--- src/rtl/round_controller_pkg.sv ---
// Shared codes for the fighting-game round controller and the character FSMs.
package round_controller_pkg;

    typedef enum logic [3:0] {
        ST_IDLE             = 4'd0,
        ST_LEFT             = 4'd1,
        ST_RIGHT            = 4'd2,
        ST_ATTACK_1_START   = 4'd3,
        ST_ATTACK_1_ACTIVE  = 4'd4,
        ST_ATTACK_1_RECOVER = 4'd5,
        ST_ATTACK_2_START   = 4'd6,
        ST_ATTACK_2_ACTIVE  = 4'd7,
        ST_ATTACK_2_RECOVER = 4'd8,
        ST_DAMAGE           = 4'd9,
        ST_BLOCK            = 4'd10
    } char_state_t;

    typedef enum logic [2:0] {
        PH_WAIT_START = 3'd0,
        PH_COUNTDOWN  = 3'd1,
        PH_FIGHT      = 3'd2,
        PH_HITSTOP    = 3'd3,
        PH_ROUND_END  = 3'd4,
        PH_MATCH_OVER = 3'd5
    } phase_t;

    typedef enum logic [1:0] {
        WIN_NONE = 2'd0,
        WIN_P1   = 2'd1,
        WIN_P2   = 2'd2,
        WIN_DRAW = 2'd3
    } winner_t;

    function automatic logic is_active(input logic [3:0] s);
        return (s == ST_ATTACK_1_ACTIVE) || (s == ST_ATTACK_2_ACTIVE);
    endfunction

endpackage

--- src/rtl/round_controller_hit_resolver.sv ---
// One attacker/defender pair: reach test, once-per-attack latch, hit vs block.
module hit_resolver
    import round_controller_pkg::*;
#(
    parameter int         HIT_RANGE = 70,
    parameter logic [3:0] BACK_CODE = ST_LEFT
) (
    input  logic       clk_game,
    input  logic       reset,
    input  logic       enable,
    input  logic       clear,
    input  logic [9:0] near_x,
    input  logic [9:0] far_x,
    input  logic [3:0] atk_state,
    input  logic [3:0] def_state,
    output logic       hit,
    output logic       block
);

    logic connected;
    logic active;
    logic reach;
    logic resolve;

    // Sprites crossed over (far left of near) never connect.
    assign reach   = (far_x >= near_x) && ((far_x - near_x) <= 10'(HIT_RANGE));
    assign active  = is_active(atk_state);
    assign resolve = enable && active && reach && !connected;
    assign block   = resolve && (def_state == BACK_CODE);
    assign hit     = resolve && (def_state != BACK_CODE);

    always_ff @(posedge clk_game or posedge reset) begin
        if (reset)
            connected <= 1'b0;
        else if (clear || !active)
            connected <= 1'b0;
        else if (resolve)
            connected <= 1'b1;
    end

endmodule

--- src/rtl/round_controller.sv ---
// Match flow: countdown, fight, hitstop, round result and match over.
module round_controller
    import round_controller_pkg::*;
#(
    parameter int START_HEALTH     = 3,
    parameter int ROUNDS_TO_WIN    = 2,
    parameter int HIT_RANGE        = 70,
    parameter int COUNTDOWN_FRAMES = 120,
    parameter int HITSTOP_FRAMES   = 8,
    parameter int ROUND_END_FRAMES = 90,
    parameter int ROUND_SECONDS    = 60,
    parameter int FRAMES_PER_SEC   = 60
) (
    input  logic       clk_game,
    input  logic       reset,
    input  logic       start_button,
    input  logic [9:0] p1_x,
    input  logic [9:0] p2_x,
    input  logic [3:0] p1_state,
    input  logic [3:0] p2_state,
    output logic       p1_freeze,
    output logic       p2_freeze,
    output logic       p1_hit,
    output logic       p2_hit,
    output logic       p1_block,
    output logic       p2_block,
    output logic [2:0] p1_health,
    output logic [2:0] p2_health,
    output logic [1:0] p1_rounds,
    output logic [1:0] p2_rounds,
    output logic [2:0] phase,
    output logic [6:0] timer_sec,
    output logic [1:0] winner
);

    localparam logic [2:0]  START_H = 3'(START_HEALTH);
    localparam logic [6:0]  SECS    = 7'(ROUND_SECONDS);
    localparam logic [1:0]  RW      = 2'(ROUNDS_TO_WIN);
    localparam logic [15:0] CD_LAST = 16'(COUNTDOWN_FRAMES - 1);
    localparam logic [15:0] HS_LAST = 16'(HITSTOP_FRAMES - 1);
    localparam logic [15:0] RE_LAST = 16'(ROUND_END_FRAMES - 1);
    localparam logic [15:0] FS_LAST = 16'(FRAMES_PER_SEC - 1);

    phase_t      ph;
    logic [15:0] frame_cnt;
    logic [15:0] phase_cnt;
    logic        p1_hit_now, p1_block_now, p2_hit_now, p2_block_now;
    logic        resolving, clear_flags;
    winner_t     round_result;
    logic [1:0]  p1_rounds_inc, p2_rounds_inc;

    // Same rule serves KO (0 vs >0, 0 vs 0) and timeout (higher health wins).
    function automatic winner_t pick_winner(input logic [2:0] h1, input logic [2:0] h2);
        if (h1 > h2)      return WIN_P1;
        else if (h2 > h1) return WIN_P2;
        else              return WIN_DRAW;
    endfunction

    assign phase         = ph;
    assign resolving     = p1_hit_now | p1_block_now | p2_hit_now | p2_block_now;
    assign clear_flags   = (ph == PH_WAIT_START) || (ph == PH_ROUND_END) || (ph == PH_MATCH_OVER);
    assign round_result  = pick_winner(p1_health, p2_health);
    assign p1_rounds_inc = p1_rounds + 2'(round_result == WIN_P1);
    assign p2_rounds_inc = p2_rounds + 2'(round_result == WIN_P2);

    hit_resolver #(.HIT_RANGE(HIT_RANGE), .BACK_CODE(ST_RIGHT)) u_p1_atk (
        .clk_game(clk_game), .reset(reset), .enable(ph == PH_FIGHT), .clear(clear_flags),
        .near_x(p1_x), .far_x(p2_x), .atk_state(p1_state), .def_state(p2_state),
        .hit(p2_hit_now), .block(p2_block_now)
    );

    hit_resolver #(.HIT_RANGE(HIT_RANGE), .BACK_CODE(ST_LEFT)) u_p2_atk (
        .clk_game(clk_game), .reset(reset), .enable(ph == PH_FIGHT), .clear(clear_flags),
        .near_x(p1_x), .far_x(p2_x), .atk_state(p2_state), .def_state(p1_state),
        .hit(p1_hit_now), .block(p1_block_now)
    );

    always_ff @(posedge clk_game or posedge reset) begin
        if (reset) begin
            ph        <= PH_WAIT_START;
            p1_health <= START_H;
            p2_health <= START_H;
            p1_rounds <= 2'd0;
            p2_rounds <= 2'd0;
            timer_sec <= SECS;
            winner    <= WIN_NONE;
            frame_cnt <= 16'd0;
            phase_cnt <= 16'd0;
            p1_freeze <= 1'b1;
            p2_freeze <= 1'b1;
            p1_hit    <= 1'b0;
            p2_hit    <= 1'b0;
            p1_block  <= 1'b0;
            p2_block  <= 1'b0;
        end else begin
            p1_hit   <= 1'b0;
            p2_hit   <= 1'b0;
            p1_block <= 1'b0;
            p2_block <= 1'b0;
            case (ph)
                PH_WAIT_START, PH_MATCH_OVER: if (start_button) begin
                    p1_health <= START_H;
                    p2_health <= START_H;
                    timer_sec <= SECS;
                    frame_cnt <= 16'd0;
                    phase_cnt <= 16'd0;
                    p1_rounds <= 2'd0;
                    p2_rounds <= 2'd0;
                    winner    <= WIN_NONE;
                    ph        <= PH_COUNTDOWN;
                end
                PH_COUNTDOWN: if (phase_cnt == CD_LAST) begin
                    phase_cnt <= 16'd0;
                    p1_freeze <= 1'b0;
                    p2_freeze <= 1'b0;
                    ph        <= PH_FIGHT;
                end else begin
                    phase_cnt <= phase_cnt + 16'd1;
                end
                PH_FIGHT: if (resolving) begin
                    // The resolution frame does not advance the round clock.
                    p1_hit    <= p1_hit_now;
                    p2_hit    <= p2_hit_now;
                    p1_block  <= p1_block_now;
                    p2_block  <= p2_block_now;
                    if (p1_hit_now && p1_health != 3'd0) p1_health <= p1_health - 3'd1;
                    if (p2_hit_now && p2_health != 3'd0) p2_health <= p2_health - 3'd1;
                    phase_cnt <= 16'd0;
                    p1_freeze <= 1'b1;
                    p2_freeze <= 1'b1;
                    ph        <= PH_HITSTOP;
                end else if (frame_cnt == FS_LAST) begin
                    frame_cnt <= 16'd0;
                    timer_sec <= timer_sec - 7'd1;
                    if (timer_sec <= 7'd1) begin
                        winner    <= round_result;
                        p1_rounds <= p1_rounds_inc;
                        p2_rounds <= p2_rounds_inc;
                        phase_cnt <= 16'd0;
                        p1_freeze <= 1'b1;
                        p2_freeze <= 1'b1;
                        ph        <= PH_ROUND_END;
                    end
                end else begin
                    frame_cnt <= frame_cnt + 16'd1;
                end
                PH_HITSTOP: if (phase_cnt == HS_LAST) begin
                    phase_cnt <= 16'd0;
                    if (p1_health == 3'd0 || p2_health == 3'd0) begin
                        winner    <= round_result;
                        p1_rounds <= p1_rounds_inc;
                        p2_rounds <= p2_rounds_inc;
                        ph        <= PH_ROUND_END;
                    end else begin
                        p1_freeze <= 1'b0;
                        p2_freeze <= 1'b0;
                        ph        <= PH_FIGHT;
                    end
                end else begin
                    phase_cnt <= phase_cnt + 16'd1;
                end
                PH_ROUND_END: if (phase_cnt == RE_LAST) begin
                    phase_cnt <= 16'd0;
                    if (p1_rounds == RW || p2_rounds == RW) begin
                        ph <= PH_MATCH_OVER;
                    end else begin
                        p1_health <= START_H;
                        p2_health <= START_H;
                        timer_sec <= SECS;
                        frame_cnt <= 16'd0;
                        winner    <= WIN_NONE;
                        ph        <= PH_COUNTDOWN;
                    end
                end else begin
                    phase_cnt <= phase_cnt + 16'd1;
                end
                default: ph <= PH_WAIT_START;
            endcase
        end
    end

endmodule

--- config.mk ---
export PLATFORM = sky130hd
export DESIGN_NAME = round_controller
export DESIGN_NICKNAME = d
export VERILOG_FILES = /design/src/rtl/round_controller_pkg.sv /design/src/rtl/round_controller_hit_resolver.sv /design/src/rtl/round_controller.sv
export SDC_FILE = /design/constraint.sdc
export NUM_CORES = 1
export LEC_CHECK = 0
export CAP_MARGIN = 15
export CELL_PAD_IN_SITES_DETAIL_PLACEMENT = 1
export CELL_PAD_IN_SITES_GLOBAL_PLACEMENT = 2
export CORE_ASPECT_RATIO = 0.8
export CORE_MARGIN = 5
export CORE_UTILIZATION = 34
export DETAILED_ROUTE_END_ITERATION = 16
export PLACE_DENSITY_LB_ADDON = 0.15
export SETUP_SLACK_MARGIN = 0.2
export SLEW_MARGIN = 20
export SYNTH_ARGS = -nofsm -noshare
export SYNTH_HDL_FRONTEND = slang
export SYNTH_SLANG_ARGS = --single-unit
--- constraint.sdc ---
create_clock -name clk_game -period 3.25 [get_ports clk_game]
set_input_delay 0.975 -clock clk_game [delete_from_list [all_inputs] [get_ports clk_game]]
set_output_delay 0.975 -clock clk_game [all_outputs]
set_load 0.01 [all_outputs]
==> impl_metrics.json, run 1 <==
{
  "outcome": "complete, no violations",
  "drv_slew": 0,
  "grt_pass1_vias": 4420,
  "syn_inst": 493,
  "p_clk_share_pct": 21.8,
  "grt_start_max_net_pins": 62,
  "clockRootBuffer": "clkbuf_16",
  "clock_skew_ps": 7.92,
  "synth_edf_count": 0,
  "avgSynthCellArea_um2": 8.71,
  "place_inst": 750,
  "die_area_um2": 15000,
  "syn_area_um2": 4300,
  "cp_data_arrival_time_ps": 3450,
  "p_sw_share_pct": 42.5,
  "hold_violations": 0,
  "fin_area_um2": 6300,
  "clkSlewWorstSetupHoldPaths_ps": 50,
  "area_growth_pct": 46.7,
  "start_util_pct": 34.9,
  "rsz0062_at_grt": "yes",
  "maxCapViolations": 0,
  "via_per_inst": 5.44,
  "clock.fmax_mhz": 309,
  "postRouteAntennaNets": 0,
  "place_ws_ps": -789,
  "synth-seq-cells": 61,
  "cts_buffers": 9,
  "postCtsHoldBufs": 0,
  "num_vias": 4265,
  "cp-end-kind": "register",
  "fillCellCount": 1368,
  "crit_type": "in -> reg",
  "die_x_um": 136,
  "final_common_cell": "dfrtp_1",
  "place.port_buffers": 58,
  "die_height_um": 111,
  "nets": 664,
  "cp.required_ps": 3460,
  "seq_area_frac_synth_pct": 35.8,
  "cts_buffer_depth": 2,
  "grt_pass1_wl_um": 22700,
  "hold_class": "reg -> reg",
  "grt_usage_pct": 18.4,
  "clk_latency_ps": 330,
  "peakVddDrop_v": 0.000315,
  "worst_pin_slew_ps": 1150,
  "layout_min_cycle_time_ps": 3240,
  "synth_async_sr_flop_share_pct": 100,
  "antenna_found_initial": 0,
  "syn-num-nets": 549,
  "crit_chain": "buf_6, buf_12, inv_16, ha_4, and2b_2, o21ai_4, nand2_2, a2111o_1, a22o_4, buf_6, nor3_4, buf_6, o21ai_4, a211o_2",
  "min_period_over_period_pct": 99.6,
  "critPathLaunchType": "input pin",
  "wl_per_cell_um": 17.9,
  "worst_slack_ps": 13.4,
  "drtIter0Drc": 187,
  "crit_top_cell": "buf_6",
  "synth.distinct_cells": 74,
  "wl_um": 14000,
  "cts_tree": "yes",
  "place_area_um2": 5490,
  "fp.coreArea_um2": 12300,
  "num_rows": 36,
  "numClockSinks": 61,
  "combPwrFrac_pct": 55.9,
  "fin_util_pct": 51.3,
  "final_layout_size_suffix_gt1_share_pct": 29.9,
  "p_int_mw": 2.57,
  "critical-path-slowest-cell": "a2111o_1",
  "cts.htree.levels": 3,
  "num_antenna_cells": 0,
  "ys.flop_type": "dfrtp_1",
  "finalSetupTns_ps": 0,
  "power_frac_seq_pct": 22.4,
  "drtPass1Iterations": 4,
  "yosysWarningCount": 0,
  "layout.cells.non_filler": 784,
  "place_congestion": 0.818,
  "power.leakage_nw": 2.79,
  "place_hpwl_um": 9800,
  "drc": 0,
  "grt-ovfl-total": 0,
  "switchingPower_mw": 1.90,
  "maxSlewHeadroom_pct": 23.0,
  "layout_common_cells": "dfrtp_1, buf_4, clkdlybuf4s50_1",
  "slowest_delay_ps": 400,
  "io_pins": 59,
  "power_density_nw_per_um2": 710,
  "critical_path_peak_fanout": 7,
  "setup_viol": 0
}
cell type report:
cell class / count / area (um2) / share of cell area, %
Clock buffer: 14 / 264 / 4.19
Inverter: 35 / 150 / 2.38
Timing Repair Buffer: 117 / 1090 / 17.3
Sequential cell: 61 / 1540 / 24.4
Tap cell: 171 / 214 / 3.39
Clock inverter: 2 / 35.0 / 0.556
Multi-Input combinational cell: 384 / 3010 / 47.8
synth_stat cells, types with 3 or more instances:
library cell   n  area share, %
a211o_1        7            1.4
and4_1         5            1.0
nand2_1       39            3.4
a21oi_1       24            2.8
mux2i_1        4           0.93
a21o_1         4           0.70
nor3b_1        5           0.87
nor4_1         6           0.87
dfstp_2        9            5.5
mux2_2         5            1.3
dfrtp_1       52             30
clkbuf_1       8           0.70
nor2_1        30            2.6
o22ai_1        3           0.44
nand2b_1      12            1.7
inv_1         35            3.1
o21a_1         3           0.52
o211ai_1       5           0.87
nand4_1        8            1.2
o22a_1         3           0.61
o31ai_1       13            2.3
and2_1        13            1.9
nand3_1       22            2.6
a211oi_1       4           0.70
a211o_2        3           0.70
buf_4          3           0.52
and3_1        23            3.3
a31oi_1       10            1.5
xor2_1         4           0.82
o21ai_0       37            4.3
nor3_1        17            2.0
ha_1          24            7.0
power by group through the flow:
stage	clock network, mW	registers, mW	logic, mW
after floorplan	0	0.989	1.25
after global placement	0	1.00	1.90
after detailed placement	0	1.01	1.96
after CTS	0.994	1.00	2.22
after global routing	1.03	1.02	2.71
final	0.973	1.00	2.50
sequential cells by signal, summed over array words and instances (netlist names):
| register | count |
|---|---|
| p1_block | 1 |
| u_p2_atk.connected | 1 |
| p2_rounds | 2 |
| frame_cnt | 16 |
| p2_freeze | 1 |
| phase | 3 |
| phase_cnt | 16 |
| p2_hit | 1 |
| timer_sec | 7 |
| p1_rounds | 2 |
| p1_health | 3 |
| p2_health | 3 |
| p1_hit | 1 |
| winner | 2 |
| u_p1_atk.connected | 1 |
| p2_block | 1 |
final timing paths:
check                      slack (ps)    startpoint             to  cells past startpoint
max in group asynchronous        1890         reset   timer_sec[3]                      3
max reg2reg                       520      phase[0]  frame_cnt[14]                      5
min reg2reg                       480  frame_cnt[5]   frame_cnt[5]                      1
max                                10       p1_x[1]  phase_cnt[13]                     14
min                               480  frame_cnt[5]   frame_cnt[5]                      1
min in group asynchronous        1030         reset  frame_cnt[11]                      3
logic make-up (layout without fill, tap and decap cells):
logic type | Yosys count | in the layout | share of synthesized area (%)
AOI/OAI and AO/OA | 142 | 144 | 22.9
xor gates and xnor gates | 6 | 6 | 1.22
adders and majority gates | 25 | 25 | 7.46
buffers and inverters | 51 | 168 | 5.13
DFF | 61 | 61 | 35.8
muxes | 9 | 9 | 2.24
and+or+nand+nor | 199 | 200 | 25.3
repair_timing:
item | in CTS | in global routing
buffers inserted | 9 | 5
pin swaps | 35 | 29
gates resized for setup | 84 | 46
cloned | 1 | 3
setup endpoints to repair | 61 | 57
routing by layer:
layer  vias to the layer above  GRT usage [%]  share of wire, %
li1                       2062              -                 -
met1                      2122           26.3                49
met2                        68           28.7                47
met3                        13           3.50               3.1
met4                         0           4.16               1.2
met5                         -              0                 0
stage by stage:
stage	hold slack [ps]	power, mW
2_1_floorplan	437	2.24
3_3_place_gp	474	2.90
3_5_place_dp	465	2.97
4_1_cts	478	4.22
5_1_grt	505	4.76
6_report	475	4.47
worst max-delay path, delay by kind of cell:
kind / cells / cell delay, ps
fa+ha+maj: 1 / 180
simple gates: 3 / 450
buf+inv: 5 / 550
compound gates: 5 / 1280
No activity file was read; power rests on OpenSTA's default activity.
==> run 2: changes to the inputs <==
Settings changed: CORE_MARGIN 5 to 2, CORE_UTILIZATION 34 to 33.
==> impl_metrics.json, run 2 (synthesis results as in run 1) <==
{
  "layout_common_cells": "dfrtp_1, buf_4, clkdlybuf4s50_1",
  "hold_class": "reg -> reg",
  "wl_um": 13700,
  "postCtsHoldBufs": 0,
  "power.leakage_nw": 2.84,
  "nets": 664,
  "outcome": "finished with violations",
  "numClockSinks": 61,
  "fp.coreArea_um2": 12800,
  "crit_top_cell": "buf_6",
  "cts_buffer_depth": 2,
  "place_inst": 755,
  "die_x_um": 132,
  "power_density_nw_per_um2": 725,
  "path_depth": 13,
  "grt_pass1_wl_um": 22500,
  "cp_data_arrival_time_ps": 3530,
  "num_antenna_cells": 0,
  "critPathTopFamily": "compound AO/OA/AOI/OAI gates",
  "die_height_um": 106,
  "grt_pass1_vias": 4330,
  "via_per_inst": 5.38,
  "crit_chain": "buf_6, buf_12, inv_16, ha_4, and2b_2, o21ai_2, nand2_2, a2111o_1, a22o_4, buf_6, o31a_4, a21oi_4, o221a_1",
  "hold_violations": 0,
  "cp.required_ps": 3520,
  "rsz0062_at_grt": "yes",
  "final_layout_size_suffix_gt1_share_pct": 31.2,
  "fin_area_um2": 6430,
  "reg2regPathDepth": 12,
  "die_area_um2": 14000,
  "clock_skew_ps": 5.66,
  "worst_slack_ps": -9.75,
  "maxSlewHeadroom_pct": 24.1,
  "drv_slew": 0,
  "cp-end-kind": "register",
  "cts_buffers": 9,
  "critical_path_peak_fanout": 8,
  "drc": 0,
  "crit_type": "in -> reg",
  "area_growth_pct": 49.6,
  "critPathLaunchType": "input pin",
  "violations": "setup timing",
  "place_congestion": 0.787,
  "critical-path-slowest-cell": "a2111o_1",
  "clkSlewWorstSetupHoldPaths_ps": 50,
  "critPathCapture": "p2_health[1]",
  "io_pins": 59,
  "r2r-start": "phase_cnt[9]",
  "place_ws_ps": -836,
  "start_util_pct": 33.6,
  "min_period_over_period_pct": 100,
  "maxCapViolations": 0,
  "reg2reg_to": "timer_sec[0]",
  "place_hpwl_um": 9630,
  "num_vias": 4236,
  "finalSetupTns_ps": -9.75,
  "reg_top3": "frame_cnt (16), phase_cnt (16), timer_sec (7)",
  "clockRootBuffer": "clkbuf_16",
  "grt-ovfl-total": 0,
  "fillCellCount": 1432,
  "clk_latency_ps": 330,
  "cts.htree.levels": 3,
  "fin_util_pct": 50.3,
  "num_rows": 37,
  "place_area_um2": 5520,
  "cts_tree": "yes",
  "slowest_delay_ps": 420,
  "antenna_found_initial": 0,
  "final_common_cell": "dfrtp_1",
  "layout_min_cycle_time_ps": 3260,
  "grt_usage_pct": 20.0,
  "crit_buf_inv": 4,
  "place.port_buffers": 58,
  "drtPass1Iterations": 4,
  "postRouteAntennaNets": 0,
  "grt_start_max_net_pins": 38,
  "drtIter0Drc": 192,
  "worst_pin_slew_ps": 1130,
  "cp-startpoint": "p1_x[1]",
  "r2r_setup_slack_ps": 560,
  "wl_per_cell_um": 17.4,
  "layout.cells.non_filler": 788,
  "setup_viol": 1,
  "clock.fmax_mhz": 307,
  "peakVddDrop_v": 0.000377
}
## run 2: area by class of cell
type	count	area [um2]	area share [%]
well taps	175	219	3.41
clock buffers	12	246	3.84
inverters	35	150	2.34
flip-flops and latches	61	1540	23.9
multi-input cells	381	3010	46.9
clock inverters	4	95.1	1.48
repair buffers	120	1160	18.1
## run 2: per-stage QoR
step / power, mW / hold slack (ps)
2_1_floorplan: 2.24 / 437
3_3_place_gp: 2.95 / 464
3_5_place_dp: 3.02 / 470
4_1_cts: 4.56 / 483
5_1_grt: 4.96 / 505
6_report: 4.66 / 482
## run 2: power breakdown
group / switching (mW) / internal (mW)
logic: 1.44 / 1.13
registers: 0.106 / 0.870
clock network: 0.347 / 0.769
total: 1.89 / 2.77
## run 2: what timing repair did
| action | 4_1_cts | 5_1_grt |
|---|---|---|
| pin swaps | 43 | 12 |
| buffers inserted | 13 | 3 |
| hold endpoints to repair | 0 | 0 |
| gates cloned | 1 | 0 |
| endpoints found under the setup margin | 61 | 56 |
| resized for setup | 113 | 24 |
## run 2: worst min path at each step
stage	startpoint	to	slack [ps]	cells past startpoint
final	frame_cnt[5]	frame_cnt[5]	480	1
after global routing	frame_cnt[5]	frame_cnt[5]	500	1
after CTS	frame_cnt[5]	frame_cnt[5]	480	1
after detailed placement	frame_cnt[5]	frame_cnt[5]	470	1
after global placement	frame_cnt[5]	frame_cnt[5]	460	1
after floorplan	frame_cnt[5]	frame_cnt[5]	440	1
## run 2: worst register-to-register path: cells and delay by family, from the launching register on
family | cells | cell delay (ps)
buffers and inverters | 4 | 550
DFF | 1 | 420
AOI/OAI and AO/OA | 4 | 650
and+or+nand+nor | 4 | 940
## run 2: per-layer routing
metal  vias up  global-route usage (%)  routed length, um
met5         -                       0                  0
met4         0                    5.59                118
met3        10                    3.43                390
met2        66                    32.5               6470
met1      2117                    27.4               6720
li1       2043                       -                  -
